--- src/rtl/cpu16_pkg.sv ---
// Shared definitions for the 16-bit CPU front end: word geometry, opcode field,
// fetch FSM encoding and the {pc, instr} record carried through the prefetch buffer.
package cpu16_pkg;

  localparam int WORD_W     = 16;
  localparam int OPCODE_MSB = 15;
  localparam int OPCODE_LSB = 12;

  localparam logic [3:0] HALT_OPCODE_DEFAULT = 4'hF;

  typedef enum logic [1:0] {
    BOOT = 2'd0,
    RUN  = 2'd1,
    HALT = 2'd2
  } fetch_state_t;

  typedef struct packed {
    logic [WORD_W-1:0] pc;
    logic [WORD_W-1:0] instr;
  } fetch_entry_t;

  function automatic logic [3:0] opcode_of(input logic [WORD_W-1:0] word);
    return word[OPCODE_MSB:OPCODE_LSB];
  endfunction

endpackage

--- src/rtl/fetch_buffer.sv ---
// Two-entry synchronous FIFO of {pc, instr} records between fetch and decode.
// flush beats push and pop; a push into a full buffer only lands alongside a pop.
module fetch_buffer
  import cpu16_pkg::*;
(
  input  logic         clk,
  input  logic         rst_n,
  input  logic         push,
  input  logic         pop,
  input  logic         flush,
  input  fetch_entry_t wdata,
  output logic [1:0]   count,
  output fetch_entry_t head
);

  fetch_entry_t mem [2];
  logic         wr_ptr;
  logic         rd_ptr;
  logic [1:0]   count_q;
  logic         do_push;
  logic         do_pop;

  assign do_pop  = pop && (count_q != 2'd0);
  assign do_push = push && ((count_q != 2'd2) || do_pop);

  // When full, wr_ptr == rd_ptr: the new word reuses the slot being popped.
  always_ff @(posedge clk or negedge rst_n) begin
    if (!rst_n) begin
      mem[0]  <= '0;
      mem[1]  <= '0;
      wr_ptr  <= 1'b0;
      rd_ptr  <= 1'b0;
      count_q <= 2'd0;
    end else if (flush) begin
      wr_ptr  <= 1'b0;
      rd_ptr  <= 1'b0;
      count_q <= 2'd0;
    end else begin
      if (do_push) begin
        mem[wr_ptr] <= wdata;
        wr_ptr      <= ~wr_ptr;
      end
      if (do_pop) begin
        rd_ptr <= ~rd_ptr;
      end
      case ({do_push, do_pop})
        2'b10:   count_q <= count_q + 2'd1;
        2'b01:   count_q <= count_q - 2'd1;
        default: count_q <= count_q;
      endcase
    end
  end

  assign count = count_q;
  assign head  = mem[rd_ptr];

endmodule

--- src/rtl/instruction_fetch_unit.sv ---
// Instruction fetch: owns the PC, addresses the combinational instruction memory,
// queues returned words for decode and handles branch redirect and HALT stop.
module instruction_fetch_unit
  import cpu16_pkg::*;
#(
  parameter logic [15:0] RESET_PC    = 16'd0,
  parameter logic [3:0]  HALT_OPCODE = HALT_OPCODE_DEFAULT,
  parameter int          DEPTH       = 2
) (
  input  logic        clk,
  input  logic        rst_n,
  output logic [15:0] imem_addr,
  input  logic [15:0] imem_data,
  output logic        out_valid,
  input  logic        out_ready,
  output logic [15:0] out_instr,
  output logic [15:0] out_pc,
  input  logic        redirect_valid,
  input  logic [15:0] redirect_pc,
  output logic        halted
);

  localparam logic [1:0] FULL_CNT = 2'(DEPTH);

  fetch_state_t state;
  fetch_state_t state_next;
  logic [15:0]  fetch_pc;
  logic [15:0]  pc_next;
  logic         push;
  logic         pop;
  logic [1:0]   count;
  fetch_entry_t head;
  fetch_entry_t wdata;

  always_ff @(posedge clk or negedge rst_n) begin
    if (!rst_n) begin
      state    <= BOOT;
      fetch_pc <= RESET_PC;
    end else begin
      state    <= state_next;
      fetch_pc <= pc_next;
    end
  end

  // Redirect overrides everything: the buffer is flushed, nothing is pushed,
  // and any pop offered in that cycle is dropped along with the flush.
  always_comb begin
    state_next  = state;
    pc_next     = fetch_pc;
    push        = 1'b0;
    pop         = out_valid && out_ready && !redirect_valid;
    wdata.pc    = fetch_pc;
    wdata.instr = imem_data;
    if (redirect_valid) begin
      state_next = RUN;
      pc_next    = redirect_pc;
    end else begin
      case (state)
        BOOT: state_next = RUN;
        RUN: begin
          if ((count < FULL_CNT) || pop) begin
            push    = 1'b1;
            pc_next = fetch_pc + 16'd1;
            if (opcode_of(imem_data) == HALT_OPCODE) begin
              state_next = HALT;
            end
          end
        end
        HALT:    state_next = HALT;
        default: state_next = BOOT;
      endcase
    end
  end

  fetch_buffer u_buffer (
    .clk   (clk),
    .rst_n (rst_n),
    .push  (push),
    .pop   (pop),
    .flush (redirect_valid),
    .wdata (wdata),
    .count (count),
    .head  (head)
  );

  assign imem_addr = fetch_pc;
  assign out_valid = (count != 2'd0);
  assign out_instr = head.instr;
  assign out_pc    = head.pc;
  assign halted    = (state == HALT);

endmodule

--- config.mk ---
export PLATFORM = sky130hd
export DESIGN_NAME = instruction_fetch_unit
export DESIGN_NICKNAME = d
export VERILOG_FILES = /design/src/rtl/cpu16_pkg.sv /design/src/rtl/fetch_buffer.sv /design/src/rtl/instruction_fetch_unit.sv
export SDC_FILE = /design/constraint.sdc
export NUM_CORES = 1
export LEC_CHECK = 0
export CAP_MARGIN = 20
export CORE_MARGIN = 3
export CORE_UTILIZATION = 25
export DETAILED_ROUTE_END_ITERATION = 16
export SLEW_MARGIN = 25
export SYNTH_ARGS = -nofsm -noshare
export SYNTH_HDL_FRONTEND = slang
export SYNTH_HIERARCHICAL = 1
export SYNTH_SLANG_ARGS = --single-unit
--- constraint.sdc ---
create_clock -name clk -period 4.9 [get_ports clk]
set_clock_uncertainty 0.15 [all_clocks]
set_input_delay 0.98 -clock clk [delete_from_list [all_inputs] [get_ports clk]]
set_output_delay 0.98 -clock clk [all_outputs]
set_load 0.01 [all_outputs]
[Word-level counts from Yosys, hierarchy flattened]
Cells that the tools add are included.
Operators by class
  add/sub/neg operators: 3
  magnitude comparators: 4
  muxes and demuxes: 22
  reduce and logical (&&, ||, !) cells: 18
  bitwise gates (word level): 5
  eq/ne operators: 8
Operators with widths (number)
  $mux W32: 4
  $bwmux W64: 1
  $mux W16: 3
  $demux W32 S1: 1
  $add A16 B1 Y16 const B: 1
  $reduce_bool A2 Y1: 5
  $mux W2: 4
  $mux W1: 7
  $ne A3 B3 Y1 const B: 2
  $pmux W2 S3: 1
  $reduce_and A2 Y1: 3
  $logic_and A1 B1 Y1: 5
  $eq A2 B1 Y1 const B: 2
  $eq A2 B2 Y1 const B: 2
  $eq A4 B4 Y1 const B: 1
  $ge A2 B2 Y1 const B: 2
  $not A1 Y2: 2
  $pmux W2 S2: 1
  $not A1 Y1: 3
  $reduce_bool A3 Y1: 1
  $add A2 B1 Y2 const B: 1
  $logic_not A2 Y1: 1
  $logic_or A1 B1 Y1: 2
  $lt A2 B1 Y1 const B: 1
  4 further kinds: 4
Storage, ports and cells
  input port bits: 36
  output and inout bits: 50
  flip-flop bits (word level): 86
  logic and storage cells: 69

[Depth between registers and ports, before layout]
  word-level depth: 11
  depth in mapped cells: 9
  depth with buffers taken out: 7

[By module]
The synthesis kept the hierarchy.
By module, submodules not included
  fetch_buffer: instances 1, cells an instance 196, seq. area each 1701.6 um2, area each 3125.5 um2
  instruction_fetch_unit: instances 1, cells an instance 132, seq. area each 450.4 um2, area each 1182.4 um2

[Worst setup path before layout]
Ideal clock, no wire load.
  path type: in2reg
  start: input redirect_valid
  end: register u_buffer/mem[36] (netlist name)
  buffers on the path: 4
  arrival time: 2.683 ns
  library setup time: 0.125 ns
  setup slack: 1.942 ns
  stages on the path: 7
  cells stage by stage: clkbuf_1 -> clkbuf_1 -> nor2_1 -> or4b_1 -> buf_6 -> buf_12 -> mux2_4
Between the ends
  cells in the longest elaborated chain, start to end: 8
  elaborated cells between the ends (all ways): 11
  those cells by class: 3 x mux; 1 x bitwise; 7 x reduce/logical
RTL lines
  start, declared: RTL line instruction_fetch_unit.sv:18  | input logic redirect_valid,
  $logic_not A1 Y1: RTL line instruction_fetch_unit.sv:51  | pop = out_valid && out_ready && !redirect_valid;
  $logic_and A1 B1 Y1: RTL line instruction_fetch_unit.sv:51
  $logic_or A1 B1 Y1: RTL line instruction_fetch_unit.sv:61  | if ((count < FULL_CNT) || pop) begin
  $mux W1: RTL line instruction_fetch_unit.sv:61
  $mux W1: RTL line instruction_fetch_unit.sv:58  | case (state)
  $mux W1 *: RTL line instruction_fetch_unit.sv:54  | if (redirect_valid) begin
  net push: RTL line instruction_fetch_unit.sv:29  | logic push;
  $logic_and A1 B1 Y1 *: RTL line fetch_buffer.sv:24  | assign do_push = push && ((count_q != 2'd2) || do_pop);
  $reduce_and A2 Y1 (no source line) *
  end signal, assigned by index: RTL line fetch_buffer.sv:40  | mem[wr_ptr] <= wdata;
  end, declared: RTL line fetch_buffer.sv:16  | fetch_entry_t mem [2];
The timed path passes the listed nets; every way through them passes the cells marked *.
A chain may end at the register's enable or synchronous reset.

[Worst setup path in the final report]
  start: input redirect_valid
  end: register u_buffer/mem[62] (netlist name)
Between the ends
  cells in the longest elaborated chain, start to end: 8
  elaborated cells between the ends (all ways): 11
  those cells by class: 3 x mux; 1 x bitwise; 7 x reduce/logical
RTL lines
  $logic_not A1 Y1 *: RTL line instruction_fetch_unit.sv:51
  $logic_and A1 B1 Y1 *: RTL line instruction_fetch_unit.sv:51
  net pop: RTL line instruction_fetch_unit.sv:30  | logic pop;
  $logic_or A1 B1 Y1: RTL line instruction_fetch_unit.sv:61
  $mux W1: RTL line instruction_fetch_unit.sv:61
  $mux W1: RTL line instruction_fetch_unit.sv:58
  $mux W1: RTL line instruction_fetch_unit.sv:54
  $logic_and A1 B1 Y1 *: RTL line fetch_buffer.sv:24
  $reduce_and A2 Y1 (no source line) *
Marks and branches as above.

==> impl_metrics.yaml <==
sta:
  max_slew.worst_pin.slew_ns: 0.861
  final_max_slew_viol_count: 0
  final_setup_violating_endpoints: 0
  final_hold_violation_count: 0
  timing.hold.ws_ns: 0.349
  max_freq_mhz: 269
  final_worst_slack_ns: 1.18
  maxSlewHeadroom_pct: 42.6
  finalCritPeriodShare_pct: 75.9
  tns_ns: 0
  rsz0062_at_grt: "no"
  timing.final.crit_period_ns: 3.72
floorplanning:
  die_width_microns: 137
  fp.dieH_microns: 137
  top_level_ports: 86
  initial_utilization_pct: 25.8
  number_of_placement_rows: 47
  core_sq_um: 16700
  die_area_sq_um: 18800
setup_path:
  critical_path_peak_fanout: 21
  setup.worst_path.end_class: "flip-flop"
  timing.reg2reg.setup_slack_ns: 1.64
  critical_path.endpoint: "u_buffer/mem[62]$_DFFE_PN0P_"
  worst_r2r_path_depth: 7
  critPathLaunchType: "primary input"
  critical_path.reg2reg.startpoint: "state[1]$_DFFE_PN0P_"
  rr_endpoint: "u_buffer/mem[62]$_DFFE_PN0P_"
  crit_start: "redirect_valid"
  required_ns: 4.97
  timing.setup.critical_path_class: "primary input to flip-flop"
  timing.critical_path.arrival_ns: 3.79
clock_network:
  cts_repair_resize_count: 0
  postCtsHoldBufs: 0
  post_cts_buffers: 0
  clock_tree_from_tritoncts: "yes"
  tritoncts_num_sinks: 86
  clkTransAtPathRegs_ns: 0.06
  worst_skew_pair.late_latency_ns: 0.34
  cts_root_buffer: "sky130_fd_sc_hd__clkbuf_16"
  cts_inserted_buffers: 9
  cts_buffer_depth: 2
  cts.htree.levels: 3
run:
  number_of_max_capacitance_violations_reported: 0
yosys:
  synth_cell_types: 49
  syn-mean-instance-area_sq_um: 13.1
  synthesis.instances: 328
  synth-seq-area-share_pct: 50.0
  ys.flop_type: "sky130_fd_sc_hd__dfrtp_1"
  synth_fp_nets: 368
  ys.warnings.count: 6
  number_of_enable_type_register_cells_in_the_synthesized_netlist: 0
  synth_area_sq_um: 4310
  ys_seq_elements: 86
  ys_async_sr_fraction_pct: 100
power:
  totalPowerFinal_mw: 3.08
  power_per_cell_area_nw_per_um2: 546
  p_leak_nw: 2.39
  ir_drop_worst_vdd_mv: 0.206
place:
  gp_congestion: 0.785
  dp_hpwl_microns: 7130
  dpl_worst_slack_ns: 0.827
  port-buffer-count: 85
global_routing:
  gr_usage_total_pct: 11.4
  grt_pass1_wl_microns: 16500
  grt_overflow: 0
  grt_start_max_net_pins: 62
  first_global_vias: 3049
  initial_antenna_violation_count: 0
finish:
  nets: 453
  final_core_util_pct: 33.8
  insertedDiodeCount: 0
  final_common_cell: "sky130_fd_sc_hd__dfrtp_1"
  share_of_cells_above_drive_strength_1_pct: 32.1
  final_cell_mix: "85 x sky130_fd_sc_hd__dfrtp_1, 84 x sky130_fd_sc_hd__clkdlybuf4s50_1, 67 x sky130_fd_sc_hd__mux2_2"
  area_delta_synth_final_pct: 30.9
route:
  post_drt_via_cell_ratio: 4.48
  post-route-drc-count: 0
  first_pass_iters: 4
  antenna_left: 0
  routed_wl_microns: 10100
  initial_drc_count: 111
  detail_route.wl_per_cell_microns: 15.9
  route.vias.total: 2857
min_path:
  timing.hold.worst_path_depth: 1
  hold_removal_path_class: "flip-flop to flip-flop"
status:
  run_status: "completed"
-- sequential cells by signal, summed over array words and instances, names as in the netlist --
register / flops
u_buffer/mem: 64
u_buffer/rd_ptr: 1
u_buffer/count: 2
imem_addr: 16
u_buffer/wr_ptr: 1
state: 2
-- routing by layer --
metal  GRT usage (%)  share of wire (%)  up-vias
li1                -                  -     1359
met1            14.9                 46     1422
met2            18.5                 48       65
met3            2.59                4.0       11
met4            3.99                1.5        0
met5               0                  0        -
-- cell usage after synthesis, types with 2 or more instances --
master | instances | share of area, %
sky130_fd_sc_hd__a211o_1 | 2 | 0.41
sky130_fd_sc_hd__a21oi_1 | 3 | 0.35
sky130_fd_sc_hd__a31oi_1 | 3 | 0.44
sky130_fd_sc_hd__and3_2 | 2 | 0.35
sky130_fd_sc_hd__buf_12 | 3 | 1.4
sky130_fd_sc_hd__buf_2 | 5 | 0.58
sky130_fd_sc_hd__clkbuf_1 | 7 | 0.61
sky130_fd_sc_hd__dfrtp_1 | 86 | 50
sky130_fd_sc_hd__ha_1 | 4 | 1.2
sky130_fd_sc_hd__inv_1 | 6 | 0.52
sky130_fd_sc_hd__mux2_2 | 67 | 18
sky130_fd_sc_hd__mux2_4 | 29 | 10
sky130_fd_sc_hd__mux2i_1 | 5 | 1.2
sky130_fd_sc_hd__nand2_1 | 20 | 1.7
sky130_fd_sc_hd__nand2b_1 | 3 | 0.44
sky130_fd_sc_hd__nand3_1 | 10 | 1.2
sky130_fd_sc_hd__nand4_1 | 6 | 0.87
sky130_fd_sc_hd__nor2_1 | 9 | 0.78
sky130_fd_sc_hd__nor2b_1 | 3 | 0.44
sky130_fd_sc_hd__nor3_1 | 2 | 0.23
sky130_fd_sc_hd__nor4_1 | 2 | 0.29
sky130_fd_sc_hd__o211ai_1 | 3 | 0.52
sky130_fd_sc_hd__o21ai_0 | 14 | 1.6
sky130_fd_sc_hd__or4_1 | 3 | 0.52
sky130_fd_sc_hd__xor2_1 | 7 | 1.4
-- kinds of logic after synthesis --
group | Yosys count | synth area share (%)
fa+ha+maj | 4 | 1.16
mux | 101 | 28.8
xor+xnor | 8 | 1.63
compound gates | 32 | 4.91
simple gates | 75 | 10.2
flops | 86 | 50.0
buf+inv | 22 | 3.37
-- power breakdown --
part	switching, mW	internal (mW)
clock	0.282	0.370
combinational	0.440	0.785
sequential	0.195	1.00
total	0.917	2.16
-- layout make-up --
class	count	area (sq um)
fillers	1661	11100
clock inverters	5	33.8
inverters	6	22.5
clock buffers	11	253
flip-flops and latches	86	2150
multi-input cells	220	2020
well taps	220	275
repair buffers	90	886
-- metrics by stage --
stage / area [sq um] / instances
CTS: 5640 / 638
floorplan: 4310 / 328
detailed placement: 5350 / 622
global route: 5640 / 638
global placement: 5350 / 622
finish: 5640 / 638
-- worst max-delay path, cell delays in order --
cell and delay (ns):
sky130_fd_sc_hd__clkdlybuf4s50_1 0.42, sky130_fd_sc_hd__nand2b_1 0.25, sky130_fd_sc_hd__nor2b_1 0.40, sky130_fd_sc_hd__nor3b_2 0.11, sky130_fd_sc_hd__or4b_2 0.90, sky130_fd_sc_hd__buf_4 0.38, sky130_fd_sc_hd__mux2_4 0.34
-- how the worst min path moves through the flow --
stage | startpoint | end
after detailed placement | u_buffer/mem[11]$_DFFE_PN0P_ | u_buffer/mem[11]$_DFFE_PN0P_
after CTS | u_buffer/mem[29]$_DFFE_PN0P_ | u_buffer/mem[29]$_DFFE_PN0P_
after global placement | u_buffer/mem[3]$_DFFE_PN0P_ | u_buffer/mem[3]$_DFFE_PN0P_
final | u_buffer/mem[21]$_DFFE_PN0P_ | u_buffer/mem[21]$_DFFE_PN0P_
after floorplan | u_buffer/mem[15]$_DFFE_PN0P_ | u_buffer/mem[15]$_DFFE_PN0P_
after global routing | u_buffer/mem[30]$_DFFE_PN0P_ | u_buffer/mem[30]$_DFFE_PN0P_
(Power assumes the default switching activity.)
